==> config.mk <==
export PLATFORM = sky130hd
export DESIGN_NAME = bus_arbiter
export DESIGN_NICKNAME = d
export VERILOG_FILES = /design/src/rtl/bus_arbiter.sv
export SDC_FILE = /design/constraint.sdc
export NUM_CORES = 1
export LEC_CHECK = 0
export CAP_MARGIN = 0
export CORE_MARGIN = 2
export CORE_UTILIZATION = 40
export CTS_CLUSTER_SIZE = 28
export DETAILED_ROUTE_END_ITERATION = 12
export HOLD_SLACK_MARGIN = 0.1
export PLACE_DENSITY = 0.77
export SLEW_MARGIN = 20
export SYNTH_ARGS = -nofsm -noshare
export SYNTH_HDL_FRONTEND = slang
export SYNTH_SLANG_ARGS = --single-unit
==> constraint.sdc <==
create_clock -name clk -period 4.9 [get_ports clk]
set_input_delay 0.735 -clock clk [delete_from_list [all_inputs] [get_ports clk]]
set_output_delay 0.735 -clock clk [all_outputs]
set_load 0.01 [all_outputs]
==> src/rtl/bus_arbiter.sv <==
// Round-robin arbiter for the shared PE bus. It masks each granted source for the pipeline round trip.
// Optional statistics counters are enabled by defining BUS_ARB_STATS_EN.
module bus_arbiter #(
   parameter int NUM_PE       = 8,
   parameter int DATA_LEN     = 16,
   parameter int BUS_ADDR_LEN = 3,
   parameter int NUM_STAGES   = 3
) (
   input  logic                           clk,
   input  logic                           rst,
   input  logic [BUS_ADDR_LEN*NUM_PE-1:0] i_addr_to_bus_p,
   input  logic [DATA_LEN*NUM_PE-1:0]     i_data_to_bus_p,
   input  logic [NUM_PE-1:0]              i_valid_to_bus_p,
   input  logic [NUM_PE*NUM_PE-1:0]       i_rd_buffer_full_p,
   output logic [DATA_LEN-1:0]            o_data_bus,
   output logic [BUS_ADDR_LEN-1:0]        o_addr_bus,
   output logic [NUM_PE-1:0]              o_wr_to_bus,
   output logic [NUM_PE-1:0]              o_rd_from_bus
`ifdef BUS_ARB_STATS_EN
   ,
   output logic [31:0]                    o_grant_count,
   output logic [31:0]                    o_stall_count
`endif
);

   // Ack out, valid drop back, plus PE register and full-flag update.
   localparam int MASK   = 2*NUM_STAGES + 2;
   localparam int MASK_W = $clog2(MASK + 1);

   logic [MASK_W-1:0]       mask_cnt [NUM_PE];
   logic [BUS_ADDR_LEN-1:0] last_grant;

   logic [BUS_ADDR_LEN-1:0] dst_p0   [NUM_PE];
   logic [DATA_LEN-1:0]     src_data [NUM_PE];
   logic [NUM_PE-1:0]       unmasked_p0;
   logic [NUM_PE-1:0]       elig_p0;
   logic                    gnt_vld_p0;
   logic [BUS_ADDR_LEN-1:0] gnt_idx_p0;
   logic [BUS_ADDR_LEN-1:0] cand_p0;

   // Stage p0: per-source eligibility from the sampled request signals
   for (genvar s = 0; s < NUM_PE; s++) begin : g_src
      localparam logic [BUS_ADDR_LEN-1:0] SIDX = BUS_ADDR_LEN'(s);
      assign dst_p0[s]      = i_addr_to_bus_p[s*BUS_ADDR_LEN +: BUS_ADDR_LEN];
      assign src_data[s]    = i_data_to_bus_p[s*DATA_LEN +: DATA_LEN];
      assign unmasked_p0[s] = (mask_cnt[s] == '0);
      // Full flag for source s lives in destination d's slice: flat index d*NUM_PE + s.
      assign elig_p0[s]     = i_valid_to_bus_p[s] & unmasked_p0[s]
                              & ~i_rd_buffer_full_p[{dst_p0[s], SIDX}];
   end

   always_comb begin
      gnt_vld_p0 = 1'b0;
      gnt_idx_p0 = last_grant;
      cand_p0    = '0;
      for (int i = 1; i <= NUM_PE; i++) begin
         cand_p0 = last_grant + BUS_ADDR_LEN'(i);
         if (!gnt_vld_p0 && elig_p0[cand_p0]) begin
            gnt_vld_p0 = 1'b1;
            gnt_idx_p0 = cand_p0;
         end
      end
   end

   // Stage p1: registered bus outputs, pointer and mask counters
   always_ff @(posedge clk) begin
      if (rst) begin
         o_data_bus    <= '0;
         o_addr_bus    <= '0;
         o_wr_to_bus   <= '0;
         o_rd_from_bus <= '0;
         last_grant    <= '1;
         for (int s = 0; s < NUM_PE; s++) mask_cnt[s] <= '0;
      end else begin
         for (int s = 0; s < NUM_PE; s++) begin
            if (gnt_vld_p0 && gnt_idx_p0 == BUS_ADDR_LEN'(s))
               mask_cnt[s] <= MASK_W'(MASK);
            else if (mask_cnt[s] != '0)
               mask_cnt[s] <= mask_cnt[s] - 1'b1;
         end
         o_wr_to_bus   <= '0;
         o_rd_from_bus <= '0;
         if (gnt_vld_p0) begin
            o_wr_to_bus   <= NUM_PE'(1) << gnt_idx_p0;
            o_rd_from_bus <= NUM_PE'(1) << dst_p0[gnt_idx_p0];
            o_data_bus    <= src_data[gnt_idx_p0];
            o_addr_bus    <= gnt_idx_p0;
            last_grant    <= gnt_idx_p0;
         end
      end
   end

`ifdef BUS_ARB_STATS_EN
   logic stall_p0;
   // A stall is an unmasked request that still lost the cycle, i.e. full-blocked.
   assign stall_p0 = !gnt_vld_p0 && |(i_valid_to_bus_p & unmasked_p0);

   always_ff @(posedge clk) begin
      if (rst) begin
         o_grant_count <= '0;
         o_stall_count <= '0;
      end else begin
         if (gnt_vld_p0) o_grant_count <= o_grant_count + 32'd1;
         if (stall_p0)   o_stall_count <= o_stall_count + 32'd1;
      end
   end
`endif

endmodule

==> flow_summary.yaml, run 1 <==
cells_and_area:
  final_cell_mix: "254 x clkdlybuf4s50_1, 104 x buf_4, 53 x nor2_1"
  fillCellCount: 1175
  finalNetCount: 1190
  final_layout_size_suffix_gt1_share_pct: 20.4
  final_common_cell: "clkdlybuf4s50_1"
  area.growth.synth_to_final_pct: 64.7
  fin_cells: 1136
  final_util_pct: 67.4
power_and_ir_drop:
  switching_share_pct: 44.5
  power_frac_seq_pct: 11.8
  p_int_mw: 5.07
  p_comb_share_pct: 81.5
  irDropWorstVdd_mv: 0.686
  p_leak_nw: 3.92
  p_per_area_nw_per_um2: 931
  clockPowerShare_pct: 6.6
  p_switching_mw: 4.06
critical_path:
  slowest_delay_ns: 0.64
  crit_slowest_cell: "clkdlybuf4s50_1"
  worstPathRequired_ns: 5.16
  cp-end-kind: "register"
  critPathLaunchType: "input pin"
  crit_chain: "clkdlybuf4s50_1 -> mux2i_1 -> mux4_2 -> nand2_1 -> mux4_2 -> buf_4 -> mux2_2 -> mux2_1 -> a32oi_1 -> o311ai_1 -> buf_4 -> and2_1 -> a41o_1 -> a211o_1 -> a211o_1 -> nor3_2"
  worstPathMaxFanout: 6
  critPathArrivalTime_ns: 5.02
  path_class: "input pin to register"
timing:
  fmax_ghz: 0.210
  finClkSkew_ns: 0.00617
  period_needed_ns: 4.76
  finalHoldViolations: 0
  slew_violations: 0
  hold-worst-slack_ns: 0.456
  tightest_slew_ns: 0.587
  slew_headroom_pct: 60.9
  post-route-period-util_pct: 97.1
  setup_viol: 0
drt:
  wl_per_cell_um: 20.5
  drt_iter0_markers: 350
  drc: 0
  wirelength_um: 23300
  drtPass1Iterations: 5
  ant_nets: 0
  num_vias: 6437
  vias_per_cell: 5.67
clock_tree:
  max-clock-path-buffers: 2
  cts_tree: "done"
  clkLatencyLatePin_ns: 0.35
  htree_levels: 3
  cts-root-buf: "clkbuf_16"
  clk_pin_slew_ns: 0.06
  postCtsHoldBufs: 0
  numClockSinks: 70
  cts_buffers: 9
synth:
  syn_area_per_cell_um2: 9.81
  synth_cell_types: 70
  synthArstFlopShare_pct: 0
  synth_seq_cells: 70
  ys_warn_count: 0
  synth-edff-count: 32
  postSynthCellCount: 606
  yosysSeqAreaShare_pct: 29.0
  dominantRegCellSynth: "dfxtp_1"
  syn_nets: 850
  syn_area_um2: 5950
floorplan:
  fp.dieW_um: 126
  floorplan.initialDensity_pct: 40.9
  die_h_um: 126
  core_area_um2: 14500
  core.rowCount: 44
  die-area_um2: 15900
  io_pins: 261
global_routing:
  grtUsageTotal_pct: 29.2
  antenna_found_initial: 1
  gr-total-overflow: 0
  grt_pass1_wl_um: 36200
  grt_pass1_vias: 6895
  grt_max_degree: 36
place:
  io_buffers: 260
  place_hpwl_um: 19400
  gp_congestion: 1.06
  dpl.cell_count: 1118
outcome:
  status: "finished, final reports clean"
job:
  drv_cap: 0
hold_path:
  min_path_type: "register to register"
==> synth_stat cells (all sizes together), types with 21 or more instances <==
master / count / share of area, %
edfxtp: 32 / 16
inv: 21 / 1.3
dfxtp: 38 / 13
a211oi: 22 / 2.8
nand2b: 23 / 2.4
mux4: 43 / 16
mux2i: 51 / 8.6
a21oi: 28 / 2.4
nor3: 37 / 3.1
nor2: 53 / 3.3
buf: 22 / 2.1
nand2: 29 / 1.8
nand3: 23 / 1.9
==> sequential cells by signal, indices dropped and copies added (netlist names) <==
signal,count
last_grant,3
mask_cnt,32
o_addr_bus,3
o_data_bus,16
o_rd_from_bus,8
o_wr_to_bus,8
==> power groups by stage <==
stage / sequential (mW) / combinational, mW / clock, mW
3_3_place_gp: 1.07 / 7.08 / 0
4_1_cts: 1.08 / 7.29 / 0.610
6_report: 1.08 / 7.44 / 0.606
2_1_floorplan: 1.08 / 4.53 / 0
3_5_place_dp: 1.09 / 7.24 / 0
5_1_grt: 1.11 / 7.99 / 0.640
==> final timing paths <==
| path | start | endpoint | slack [ns] | cells past startpoint |
|---|---|---|---|---|
| worst min register to register | o_addr_bus[0]$_SDFFE_PP0N_ | o_addr_bus[0]$_SDFFE_PP0N_ | 0.46 | 2 |
| worst max-delay path | i_addr_to_bus_p[21] | o_rd_from_bus[5]$_SDFF_PP0_ | 0.14 | 16 |
| worst min-delay path | o_addr_bus[0]$_SDFFE_PP0N_ | o_addr_bus[0]$_SDFFE_PP0N_ | 0.46 | 2 |
| worst max register to register | mask_cnt[1][0]$_SDFFCE_PN0P_ | o_rd_from_bus[5]$_SDFF_PP0_ | 0.40 | 18 |
==> per-layer routing <==
layer	share of wire (%)	GRT usage, %	vias up
met5	0	0	-
met1	41	35.8	3118
met4	2.4	8.02	0
met2	51	51.9	249
li1	-	-	3032
met3	5.9	6.46	38
==> cell families (layout without fill, tap and decap cells) <==
kind of cell	after synthesis	after routing	synth area share (%)
adder cells (fa/ha/maj)	18	18	3.79
AO/OA/AOI/OAI	105	105	12.5
flip-flops	70	70	29.0
multiplexers	104	104	26.8
buffers and inverters	60	405	4.46
AND/OR/NAND/NOR	241	241	22.2
other	0	1	0
XOR/XNOR	8	8	1.30
==> per-stage QoR <==
| stage | total power [mW] | setup WS [ns] | TNS, ns | cell area (um^2) |
|---|---|---|---|---|
| 3_3_place_gp | 8.15 | -0.221 | -8.76 | 9460 |
| 3_5_place_dp | 8.32 | -0.271 | -12.88 | 9460 |
| 5_1_grt | 9.73 | -0.00205 | -0.00205 | 9800 |
| 6_report | 9.13 | 0.144 | 0 | 9800 |
| 4_1_cts | 8.98 | 0.0565 | 0 | 9730 |
| 2_1_floorplan | 5.61 | 0.620 | 0 | 5950 |
==> critical path, delay by kind of cell <==
family                 cells  cell delay [ns]
buffers and inverters      3             0.94
AOI/OAI and AO/OA          5             1.16
and+or+nand+nor            3             0.51
muxes                      5             1.64
==> final cells by class <==
type                       instances  area [um^2]  share of cell area [%]
multi-input combinational        476         4030                    41.2
timing repair buffer             368         3460                    35.3
sequential                        70         1720                    17.6
tap                              184          230                    2.35
clock buffer                      10          229                    2.34
inverter                          21         78.8                   0.805
clock inverter                     6         38.8                   0.396
antenna                            1         2.50                  0.0255
==> what timing repair did <==
action                     CTS  global route
buffers inserted             0             1
gates resized for setup      0            13
hold endpoints to repair     0             0
setup endpoints to repair    0            67
Power figures use the tool's default switching activity.
==> inputs of run 2 (changes only) <==
--- a/config.mk
+++ b/config.mk
@@ -5,13 +5,16 @@
 export SDC_FILE = /design/constraint.sdc
 export NUM_CORES = 1
 export LEC_CHECK = 0
+export ABC_AREA = 1
 export CAP_MARGIN = 0
+export CELL_PAD_IN_SITES_DETAIL_PLACEMENT = 1
+export CELL_PAD_IN_SITES_GLOBAL_PLACEMENT = 1
 export CORE_MARGIN = 2
-export CORE_UTILIZATION = 40
+export CORE_UTILIZATION = 29
 export CTS_CLUSTER_SIZE = 28
 export DETAILED_ROUTE_END_ITERATION = 12
 export HOLD_SLACK_MARGIN = 0.1
-export PLACE_DENSITY = 0.77
+export PLACE_DENSITY_LB_ADDON = 0.1
 export SLEW_MARGIN = 20
 export SYNTH_ARGS = -nofsm -noshare
 export SYNTH_HDL_FRONTEND = slang
==> flow_summary.yaml, run 2 <==
global_routing:
  grt_max_degree: 77
  gr-total-overflow: 0
  antenna_found_initial: 0
  grt_pass1_wl_um: 42100
  grtUsageTotal_pct: 22.3
  grt_pass1_vias: 8366
timing:
  post-route-period-util_pct: 82.5
  finClkSkew_ns: 0.00811
  fmax_ghz: 0.247
  tightest_slew_ns: 0.877
  slew_violations: 0
  setup_viol: 0
  finalHoldViolations: 0
  slew_headroom_pct: 41.5
  period_needed_ns: 4.04
  rsz0062_at_grt: "no"
  setup_tns_ns: 0
outcome:
  status: "finished, final reports clean"
drt:
  num_vias: 7822
  drt_iter0_markers: 274
  drtPass1Iterations: 4
  vias_per_cell: 4.69
  wl_per_cell_um: 15.6
  drc: 0
  ant_nets: 0
  wirelength_um: 26000
critical_path:
  path_class: "input pin to register"
  critPathArrivalTime_ns: 4.12
  cp-end-kind: "register"
  worstPathRequired_ns: 4.98
  critPathLaunchType: "input pin"
  worstPathMaxFanout: 35
synth:
  synth_seq_cells: 70
  ys_warn_count: 0
  synth_cell_types: 37
  syn_area_per_cell_um2: 5.72
  synth-edff-count: 32
  syn_nets: 1386
  yosysMostFrequentCell: "nand2_1"
  yosys.area.top_type: "nand2_1"
  syn_area_um2: 6540
  postSynthCellCount: 1142
  synthArstFlopShare_pct: 0
  yosys-top-cells-count: "536 x nand2_1, 183 x nand3_1, 130 x inv_1, 69 x nor2_1, 38 x dfxtp_1"
  synthTopCellsByArea: "nand2_1 31%, edfxtp_1 15%, nand3_1 14%"
  synth_top_area_share_pct: 30.8
  dominantRegCellSynth: "dfxtp_1"
  yosysSeqAreaShare_pct: 26.3
hold_path:
  min_path_type: "register to register"
cells_and_area:
  final_cell_mix: "536 x nand2_1, 260 x clkdlybuf4s50_1, 183 x nand3_1"
  final_layout_size_suffix_gt1_share_pct: 4.18
  finalNetCount: 1626
  fillCellCount: 2954
  top_register: "mask_cnt"
  area.growth.synth_to_final_pct: 48.0
  diodes: 0
  final_common_cell: "nand2_1"
  reg_top3: "mask_cnt (32), o_data_bus (16)"
  largest_reg_flops: 32
clock_tree:
  cts_tree: "done"
  cts-root-buf: "clkbuf_16"
  cts_buffers: 9
  post_cts_resized: 0
  max-clock-path-buffers: 2
  clk_pin_slew_ns: 0.05
  htree_levels: 3
  postCtsHoldBufs: 0
  numClockSinks: 70
  clkLatencyLatePin_ns: 0.34
  cts_setup_buffers: 0
job:
  drv_cap: 0
floorplan:
  io_pins: 261
  core_area_um2: 22000
  fp.dieW_um: 154
  die_h_um: 154
  die-area_um2: 23800
  floorplan.initialDensity_pct: 29.8
  core.rowCount: 54
place:
  place_hpwl_um: 21300
  io_buffers: 260
  gp_congestion: 0.892
==> run 2: cell types whose count changed in the layout (fill, tap and decap cells not counted), moves of 11 or more <==
cell,before,now
buf_4,104,12
nand3_1,23,183
nand2_1,28,536
mux2i_1,51,0
nor3_1,36,6
inv_1,21,130
nand3b_1,15,1
inv_2,0,11
nor2_1,53,69
a211oi_1,21,0
mux4_2,43,0
nand2b_1,23,0
a21oi_1,28,8
==> run 2: layout make-up <==
class / instances / area [um^2] / share of cell area, %
Clock buffer: 12 / 246 / 2.55
Clock inverter: 4 / 46.3 / 0.479
Inverter: 142 / 533 / 5.51
Multi-Input combinational cell: 884 / 4020 / 41.6
Sequential cell: 70 / 1720 / 17.8
Tap cell: 280 / 350 / 3.62
Timing Repair Buffer: 275 / 2750 / 28.5
==> run 2: metrics by stage <==
step | instance area, um^2 | instances | utilization [%] | worst slack (ns) | hold WS, ns
final | 9670 | 1667 | 44.1 | 0.859 | 0.480
after global routing | 9670 | 1667 | 44.1 | 0.429 | 0.514
after CTS | 9670 | 1667 | 44.1 | 0.845 | 0.485
after detailed placement | 9380 | 1651 | 42.7 | 0.524 | 0.477
after global placement | 9380 | 1651 | 42.7 | 0.598 | 0.475
after floorplan | 6540 | 1142 | - | 1.89 | 0.487
==> run 2: per-layer routing <==
metal	vias to the layer above	part of all wire (%)	GRT usage [%]
met5	-	0	0
met1	3578	41	24.4
li1	4017	-	-
met4	0	2.5	5.96
met2	196	50	41.5
met3	31	6.7	6.74
==> run 2: final timing paths <==
check / endpoint / slack, ns / cells past startpoint / startpoint
min: o_addr_bus[0]$_SDFFE_PP0N_ / 0.48 / 2 / o_addr_bus[0]$_SDFFE_PP0N_
max: mask_cnt[0][1]$_SDFFCE_PN0P_ / 0.86 / 21 / i_addr_to_bus_p[12]
min reg2reg: o_addr_bus[0]$_SDFFE_PP0N_ / 0.48 / 2 / o_addr_bus[0]$_SDFFE_PP0N_
max reg2reg: mask_cnt[0][1]$_SDFFCE_PN0P_ / 0.89 / 13 / last_grant[1]$_SDFFE_PP1N_
==> run 2: cells by family (layout without fill, tap and decap cells) <==
group                      after synthesis  after routing  synth area share, %
xor gates and xnor gates                18             18                 2.41
and+or+nand+nor                        822            822                 53.0
AOI/OAI and AO/OA                       26             26                 2.47
adders and majority gates               18             18                 3.45
buffers and inverters                  188            433                 12.4
DFF                                     70             70                 26.3
==> run 2: worst max-delay path: stages <==
cell	delay, ns
clkdlybuf4s50_1	0.60
inv_2	0.08
nand2_1	0.07
nand2_1	0.05
nand2_1	0.06
nand2_1	0.05
nand2_1	0.05
nand3_1	0.10
nand2_1	0.11
nand2_1	0.07
nand2_1	0.08
nand2_1	0.07
o21ai_1	0.41
nand4_2	0.24
nor2_1	0.31
inv_2	0.08
nand2_4	0.33
nor2_1	0.13
inv_1	0.11
o21ai_1	0.08
or2_1	0.28
Power of run 2 is left out: the tool's default activity adds up to more than one toggle a clock period on the data nets, which glitch-free logic cannot reach.
